==> src/rtl/seq_pkg.sv <==
// Shared types and constants for the microprogram sequencer.
package seq_pkg;

    typedef enum logic [1:0] {
        IDLE = 2'd0,
        RUN  = 2'd1,
        DONE = 2'd2
    } seq_state_t;

    localparam logic [1:0] COND_ALWAYS = 2'b00;
    localparam logic [1:0] COND_Z      = 2'b01;
    localparam logic [1:0] COND_NZ     = 2'b10;
    localparam logic [1:0] COND_NEXT   = 2'b11;

    localparam int DEF_UCODE_DEPTH = 75;
    localparam int DEF_HALT_ADDR   = 74;

endpackage

==> src/rtl/seq_next_addr.sv <==
// Combinational next-address selection with halt detection and range-abort.
module seq_next_addr
    import seq_pkg::*;
#(
    parameter int UPC_W       = 7,
    parameter int OPC_W       = 8,
    parameter int UCODE_DEPTH = DEF_UCODE_DEPTH,
    parameter int HALT_ADDR   = DEF_HALT_ADDR
) (
    input  logic [UPC_W-1:0] upc,
    input  logic             bt,
    input  logic [1:0]       condition,
    input  logic [UPC_W-1:0] jump_addr,
    input  logic             z_flag,
    input  logic [OPC_W-1:0] ir_opcode,
    output logic [UPC_W-1:0] next_upc,
    output logic             halt,
    output logic             abort
);

    localparam logic [UPC_W-1:0] HALT_U    = UPC_W'(HALT_ADDR);
    localparam logic [UPC_W:0]   DEPTH_U   = (UPC_W+1)'(UCODE_DEPTH);
    localparam logic [OPC_W:0]   DEPTH_OPC = (OPC_W+1)'(UCODE_DEPTH);

    // One extra bit so uPC+1 can be range-checked instead of wrapping.
    logic [UPC_W:0] upc_inc;
    logic [UPC_W:0] jump_ext;
    logic [UPC_W:0] target;

    assign upc_inc  = {1'b0, upc} + (UPC_W+1)'(1);
    assign jump_ext = {1'b0, jump_addr};

    always_comb begin
        next_upc = upc;
        halt     = 1'b0;
        abort    = 1'b0;
        target   = jump_ext;
        if (upc == HALT_U) begin
            halt = 1'b1;
        end else if (bt) begin
            if ({1'b0, ir_opcode} < DEPTH_OPC) begin
                next_upc = ir_opcode[UPC_W-1:0];
            end else begin
                abort = 1'b1;
            end
        end else begin
            case (condition)
                COND_ALWAYS: target = jump_ext;
                COND_Z:      target = z_flag  ? jump_ext : upc_inc;
                COND_NZ:     target = !z_flag ? jump_ext : upc_inc;
                default:     target = upc_inc;
            endcase
            if (target >= DEPTH_U) begin
                abort = 1'b1;
            end else begin
                next_upc = target[UPC_W-1:0];
            end
        end
    end

endmodule

==> src/rtl/micro_sequencer.sv <==
// Microprogram sequencer: state/uPC registers; performance counters built only when SEQ_PERF_CNT_EN is defined.
module micro_sequencer
    import seq_pkg::*;
#(
    parameter int UPC_W       = 7,
    parameter int ADDR_OUT_W  = 16,
    parameter int UCODE_DEPTH = DEF_UCODE_DEPTH,
    parameter int HALT_ADDR   = DEF_HALT_ADDR,
    parameter int OPC_W       = 8
) (
    input  logic                  clk,
    input  logic                  rst_n,
    input  logic                  start,
    input  logic                  stall,
    input  logic                  z_flag,
    input  logic [OPC_W-1:0]      ir_opcode,
    input  logic                  bt,
    input  logic [1:0]            condition,
    input  logic [UPC_W-1:0]      jump_addr,
    output logic [ADDR_OUT_W-1:0] upc,
    output logic                  op_valid,
    output logic                  done,
    output logic                  illegal_op,
    output logic [31:0]           cycle_cnt,
    output logic [15:0]           dispatch_cnt
);

    seq_state_t       state_reg, state_next;
    logic [UPC_W-1:0] upc_reg, upc_next;
    logic             done_reg, done_next;
    logic             illegal_reg, illegal_next;
    logic [UPC_W-1:0] na_upc;
    logic             na_halt;
    logic             na_abort;

    seq_next_addr #(
        .UPC_W       (UPC_W),
        .OPC_W       (OPC_W),
        .UCODE_DEPTH (UCODE_DEPTH),
        .HALT_ADDR   (HALT_ADDR)
    ) u_next_addr (
        .upc       (upc_reg),
        .bt        (bt),
        .condition (condition),
        .jump_addr (jump_addr),
        .z_flag    (z_flag),
        .ir_opcode (ir_opcode),
        .next_upc  (na_upc),
        .halt      (na_halt),
        .abort     (na_abort)
    );

    always_ff @(posedge clk or negedge rst_n) begin
        if (!rst_n) begin
            state_reg   <= IDLE;
            upc_reg     <= '0;
            done_reg    <= 1'b0;
            illegal_reg <= 1'b0;
        end else begin
            state_reg   <= state_next;
            upc_reg     <= upc_next;
            done_reg    <= done_next;
            illegal_reg <= illegal_next;
        end
    end

    always_comb begin
        state_next   = state_reg;
        upc_next     = upc_reg;
        done_next    = done_reg;
        illegal_next = illegal_reg;
        case (state_reg)
            IDLE: begin
                if (start) begin
                    state_next = RUN;
                    upc_next   = '0;
                end
            end
            RUN: begin
                if (!stall) begin
                    if (na_halt) begin
                        state_next = DONE;
                        done_next  = 1'b1;
                    end else if (na_abort) begin
                        state_next   = DONE;
                        done_next    = 1'b1;
                        illegal_next = 1'b1;
                    end else begin
                        upc_next = na_upc;
                    end
                end
            end
            DONE: begin
                if (start) begin
                    state_next   = RUN;
                    upc_next     = '0;
                    done_next    = 1'b0;
                    illegal_next = 1'b0;
                end
            end
            default: state_next = IDLE;
        endcase
    end

    assign upc        = {{(ADDR_OUT_W-UPC_W){1'b0}}, upc_reg};
    assign op_valid   = (state_reg == RUN) && !stall;
    assign done       = done_reg;
    assign illegal_op = illegal_reg;

`ifdef SEQ_PERF_CNT_EN
    logic [31:0] cycle_cnt_reg;
    logic [15:0] dispatch_cnt_reg;
    logic        cnt_clear;
    logic        dispatch_fire;

    assign cnt_clear     = start && (state_reg != RUN);
    assign dispatch_fire = op_valid && bt && !na_halt && !na_abort;

    always_ff @(posedge clk or negedge rst_n) begin
        if (!rst_n) begin
            cycle_cnt_reg    <= '0;
            dispatch_cnt_reg <= '0;
        end else if (cnt_clear) begin
            cycle_cnt_reg    <= '0;
            dispatch_cnt_reg <= '0;
        end else begin
            if (op_valid && !(&cycle_cnt_reg)) begin
                cycle_cnt_reg <= cycle_cnt_reg + 32'd1;
            end
            if (dispatch_fire && !(&dispatch_cnt_reg)) begin
                dispatch_cnt_reg <= dispatch_cnt_reg + 16'd1;
            end
        end
    end

    assign cycle_cnt    = cycle_cnt_reg;
    assign dispatch_cnt = dispatch_cnt_reg;
`else
    assign cycle_cnt    = '0;
    assign dispatch_cnt = '0;
`endif

endmodule

==> config.mk <==
export PLATFORM = sky130hd
export DESIGN_NAME = micro_sequencer
export DESIGN_NICKNAME = d
export VERILOG_FILES = /design/src/rtl/seq_pkg.sv /design/src/rtl/seq_next_addr.sv /design/src/rtl/micro_sequencer.sv
export SDC_FILE = /design/constraint.sdc
export NUM_CORES = 1
export LEC_CHECK = 0
export BUFFER_PORTS_ARGS = -buffer_cell sky130_fd_sc_hd__clkbuf_2
export CORE_UTILIZATION = 30
export CTS_CLUSTER_SIZE = 16
export DETAILED_ROUTE_END_ITERATION = 6
export PLACE_DENSITY_LB_ADDON = 0.12
export SETUP_SLACK_MARGIN = 0.5
export SLEW_MARGIN = 5
export SYNTH_ARGS = -nofsm -noshare
export SYNTH_HDL_FRONTEND = slang
export SYNTH_SLANG_ARGS = --single-unit
==> constraint.sdc <==
create_clock -name clk -period 2.2 [get_ports clk]
set_input_delay 0.33 -clock clk [delete_from_list [all_inputs] [get_ports clk]]
set_output_delay 0.33 -clock clk [all_outputs]
set_load 0.02 [all_outputs]
==> Word level (Yosys, flattened, before mapping) <==
Cells that the tools add are included.
{ "word_totals": {"out_inout_bits": 67, "register_bits": 11, "input_bits": 23, "word_cells": 65} }
{ "classes": {"order_cmp": 2, "reduce_logical": 11, "eq_ne": 15, "n_mux": 32, "n_addsub": 1} }
{ "op_table": {"columns": ["cell", "count"], "rows": [
  ["$mux W7", 8],
  ["$mux W8", 4],
  ["$pmux W8 S3", 1],
  ["$pmux W7 S2", 1],
  ["$ne A2 B2 Y1 const B", 6],
  ["$mux W1", 11],
  ["$add A7 B1 Y8 const B", 1],
  ["$ge A8 B7 Y1 const B", 1],
  ["$lt A8 B7 Y1 const B", 1],
  ["$mux W2", 4],
  ["$reduce_and A8 Y1", 1],
  ["$eq A7 B7 Y1 const B", 1],
  ["$ne A3 B3 Y1 const B", 2],
  ["$reduce_and A5 Y1", 1],
  ["$eq A2 B1 Y1 const B", 2],
  ["$eq A2 B2 Y1 const B", 2],
  ["$logic_not A2 Y1", 2],
  ["$pmux W1 S2", 2],
  ["$pmux W2 S2", 1],
  ["$reduce_and A4 Y1", 1],
  ["$reduce_bool A2 Y1", 2],
  ["$ne A3 B2 Y1 const B", 1],
  ["$reduce_and A3 Y1", 1],
  ["$ne A2 B1 Y1 const B", 1],
  ["3 further kinds", 3]
]} }

==> Depth between registers and ports, before layout <==
{ "logic_depth": {"ltp_word": 13, "depth_mapped": 8, "ltp_nobuf": 7} }

==> Cells and area by module <==
From an unflattened synthesis, not the netlist that was laid out.
{ "hier_totals": {"cells_unflattened": 207, "hier_area_um2": 1650.3} }
{ "by_module_without_submodules": {"columns": ["mod", "seq_area_each_um2", "cells_per_inst", "instances", "area_each_um2"], "rows": [
  ["micro_sequencer", 275.3, 111, 1, 998.5],
  ["seq_next_addr", 0.0, 96, 1, 651.9]
]} }

==> Worst setup path after synthesis <==
No wires, ideal clock.
{ "synth_path": {"path_kind": "register -> register", "startpoint": "reg upc_reg[0]", "endpoint": "reg illegal_reg, in the netlist illegal_op", "period_less_slack_ns": 2.047, "path_buffers": 1, "setup_time_ns": 0.139, "arrival_ns": 1.908, "path_stages_with_launch": 9, "setup_slack_ns": 0.153, "t_required_ns": 2.061, "cell_sequence": "dfrtp_1 -> buf_2 -> inv_1 -> ha_1 -> o221ai_1 -> a221oi_2 -> nor3_1 -> a2111oi_2 -> a211oi_1"} }
{ "synth_via": {"elab_chain_cells": 11, "word_cells_on_any_way": 15, "cone_classes": "1 x add/sub; 1 x order compare; 3 x eq/ne; 9 x mux; 1 x reduce/logical"} }
{ "synth_lines": {"columns": ["item", "line_no", "rtl"], "rows": [
  ["start, declared", "micro_sequencer.sv:29", "logic [UPC_W-1:0] upc_reg, upc_next;"],
  ["start signal, assigned", "micro_sequencer.sv:61", "upc_reg <= upc_next;"],
  ["$add A7 B1 Y8", "seq_next_addr.sv:30", "assign upc_inc = {1'b0, upc} + (UPC_W+1)'(1);"],
  ["$mux W8 (on tied branches)", "seq_next_addr.sv:50, seq_next_addr.sv:49", null],
  ["$pmux W8 S3", "seq_next_addr.sv:47", "case (condition)"],
  ["$mux W8", "seq_next_addr.sv:40", "end else if (bt) begin"],
  ["$mux W8", "seq_next_addr.sv:38", "if (upc == HALT_U) begin"],
  ["$ge A8 B7 Y1", "seq_next_addr.sv:53", "if (target >= DEPTH_U) begin"],
  ["$mux W1", "seq_next_addr.sv:53", null],
  ["$mux W1", "seq_next_addr.sv:40", null],
  ["$mux W1", "seq_next_addr.sv:38", null],
  ["$ne A2 B2 Y1 (no source line)", null, null],
  ["$reduce_and A5 Y1 (no source line) (*)", null, null],
  ["end signal, assigned", "micro_sequencer.sv:63", "illegal_reg <= illegal_next;"],
  ["end, declared", "micro_sequencer.sv:31", "logic illegal_reg, illegal_next;"]
]} }
Every way passes the cells marked *; elsewhere a longest branch is shown, timed or not. The select of a mux whose other input is x is not followed.
A chain may end at the register's enable or synchronous reset.

==> Final worst setup path <==
{ "layout_path": {"startpoint": "reg upc_reg[1]", "endpoint": "reg upc_reg[0]"} }
{ "layout_via": {"elab_chain_cells": 11, "word_cells_on_any_way": 17, "cone_classes": "1 x add/sub; 1 x order compare; 5 x eq/ne; 9 x mux; 1 x reduce/logical"} }
{ "layout_lines": {"columns": ["item", "line_no"], "rows": [
  ["$add A7 B1 Y8", "seq_next_addr.sv:30"],
  ["$mux W8 (on tied branches)", "seq_next_addr.sv:50, seq_next_addr.sv:49"],
  ["$pmux W8 S3", "seq_next_addr.sv:47"],
  ["$mux W8", "seq_next_addr.sv:40"],
  ["$mux W8", "seq_next_addr.sv:38"],
  ["$ge A8 B7 Y1", "seq_next_addr.sv:53"],
  ["$mux W1", "seq_next_addr.sv:53"],
  ["$mux W1", "seq_next_addr.sv:40"],
  ["$mux W1", "seq_next_addr.sv:38"],
  ["$ne A2 B2 Y1 (no source line)", null],
  ["$reduce_and A8 Y1 (no source line) (*)", null]
]} }
Marks and branches as above.

==> out/qor.txt <==
fraction of synthesized cell area taken by the top area cell type: 30.9%
#FFs+latches synth: 11
overall power of the completed layout: 1.62 mW
floorplan die height: 70.0 um
slew margin rel.: 66.0%
total of endpoints with negative setup slack in the final report: 0
clock input transition at the sequential cells of the worst setup and hold paths: 0.06 ns
average footprint of a synthesized cell: 8.15 um^2
initial antenna violation count: 0
initial DRC count: 43
dominant cells by area after synthesis: buf_4 (31%), dfrtp_1 (20%), o2bb2ai_1 (4.4%)
R2R cell count: 7
core area: 4380 um^2
fraction of final layout cells sized beyond drive strength 1: 35.3%
number of buffers created by CTS: 3
number of flip-flops under the largest register name: 7
commonest register cell after synthesis: dfrtp_1
I/O Buffers: 32
count of endpoints failing hold in the final timing report: 0
top-count cell post-synth: buf_4
unrepaired setup endpoints after global routing: yes
final slew viol count: 0
maximum clock skew at final layout: 0.00707 ns
Synthesis Warnings: 0
wire length of the first global-routing pass: 4.77 mm
effective utilization at floorplan: 31.6%
start point of the critical path: upc_reg[1]
Final TNS setup: 0 ns
CTS Root Cell: clkbuf_8
f_max: 0.537 GHz
maximum buffer depth of the clock tree: 2
WL final: 3.03 mm
Reg area: 279 um^2
filler instances: 468
vias: 1142
post-detail-place hpwl: 2.50 mm
CTS tree: built
per-cell routed wire length: 11.7 um
register-to-register path setup slack: 0.34 ns
number of instances in the synthesized netlist: 170
Sink Count: 11
leakage: 0.740 nW
multi-input logic area: 972 um^2
worst reg2reg path startpoint: upc_reg[1]
ant diodes: 0
die area: 4900 um^2
vias in the first global route: 982
# Max-Cap Violations: 0
count of flip-flops with a built-in enable after synthesis: 0
critical path required time: 2.31 ns
drc violations: 0
total instance count after detailed placement: 249
Die Wd: 70.0 um
terminus of the critical flop-to-flop path: upc_reg[0]
crit-path max FO: 7
number of nets with antenna violations after detailed routing: 0
Synth-to-Final Area Change: 15.3%
worst hold slack: 0.353 ns
sequential share of the synthesized area: 19.9%
Placed Area: 1410 um^2
maximum resistive drop on vdd: 0.368 mV
clock latency of the later-clocked register in the worst-skew pair: 0.24 ns
number of distinct standard cells referenced by the synthesized netlist: 42
CP endpoint: upc_reg[0]
placer's final routability congestion estimate: 0.774
number of detailed-route iterations in the first pass: 4
Top Ports: 90
transition at the pin with the smallest max-transition slack: 0.508 ns
Synth Cell Area: 1390 um^2
H-tree lvl count: 1
Final Net Count: 233
mean number of vias per cell: 4.41
Core Rows: 24
data arrival time of the worst path: 1.97 ns
sort of element at the start of the critical path: flip-flop
result of the run: completed
pwr/cell area: 1010 nW/um^2
Crit. End Element: flip-flop
Global Route Usage Sum: 12.2%
time the worst path needs with I/O delays and setup: 1.86 ns
hold_sp: start
share of the clock period used by the worst path after layout: 84.7%
cell type with the highest aggregate area in the netlist: buf_4
non-filler cells, final: 259
final instance area: 1600 um^2
kind of path behind the tightest hold check: input port to flip-flop
top cells by instance count after synthesis: buf_4 (57), a21oi_1 (12), dfrtp_1 (11)
total overflow reported by the global router: 0
maximum number of pins on one net before global-route repair: 13
CP Class: flip-flop to flip-flop
Async SR Flop Fraction: 100%
-- kinds of logic after synthesis --
logic type	Yosys count	share of synthesized area (%)
compound gates	49	28.2
flops	11	19.9
mux	1	1.08
xor+xnor	2	1.26
other cells	1	0.270
buf+inv	67	33.8
fa+ha+maj	2	1.80
simple gates	37	13.6
-- worst min-delay path by stage --
| stage | slack [ns] | cells after the start | to |
|---|---|---|---|
| after floorplan | 0.03 | 0 | done |
| after global placement | 0.23 | 1 | state_reg[0] |
| after detailed placement | 0.23 | 1 | state_reg[0] |
| after CTS | 0.36 | 3 | state_reg[1] |
| after global routing | 0.40 | 3 | state_reg[1] |
| final | 0.35 | 3 | state_reg[1] |
-- routing by layer --
metal	vias to the layer above	global-route usage (%)	share of wire [%]
li1	563	-	-
met1	518	16.9	47
met2	59	18.6	45
met3	2	3.17	7.6
met4	0	3.33	0.63
met5	-	0	0
-- cell type report --
class,count,area share (%)
sequential,11,17.4
timing repair buffer,40,13.9
tap,52,4.07
multi-input combinational,148,60.8
clock buffer,4,2.82
inverter,4,0.939
-- repair_timing --
| action | CTS | global route |
|---|---|---|
| setup endpoints to repair | 11 | 12 |
| gates resized for setup | 8 | 13 |
| buffers inserted | 5 | 0 |
| hold buffers | 1 | 0 |
| endpoints found under the hold margin | 11 | 0 |
| pin swaps | 6 | 4 |
-- through the flow --
step,utilization [%],setup WS (ns)
after floorplan,-,0.350
after global placement,32.2,0.265
after detailed placement,32.2,0.259
after CTS,34.9,0.363
after global routing,36.5,0.280
final,36.5,0.337
-- worst max-delay path, cell delays in order (launching register included) --
cell	delay [ns]
dfrtp_2	0.46
ha_4	0.19
and4_4	0.16
and3_4	0.15
o21a_4	0.20
o21a_4	0.23
o21ai_4	0.25
o2bb2ai_1	0.11
-- cell usage in the layout (no fill, tap or decap), types with 3 or more instances in the layout --
master,n
conb_1,57
a211oi_1,5
o2bb2ai_1,6
buf_4,7
clkbuf_2,32
nand2_1,8
a21oi_1,10
dfrtp_2,3
o21ai_1,3
dfrtp_1,8
clkbuf_8,3
nor2_1,9
inv_1,3
-- report_power, final --
group | total, mW | switching, mW | internal, mW
combinational | 0.945 | 0.564 | 0.380
sequential | 0.469 | 0.174 | 0.295
clock | 0.208 | 0.0801 | 0.128
total | 1.62 | 0.818 | 0.803
(Power assumes the default switching activity.)
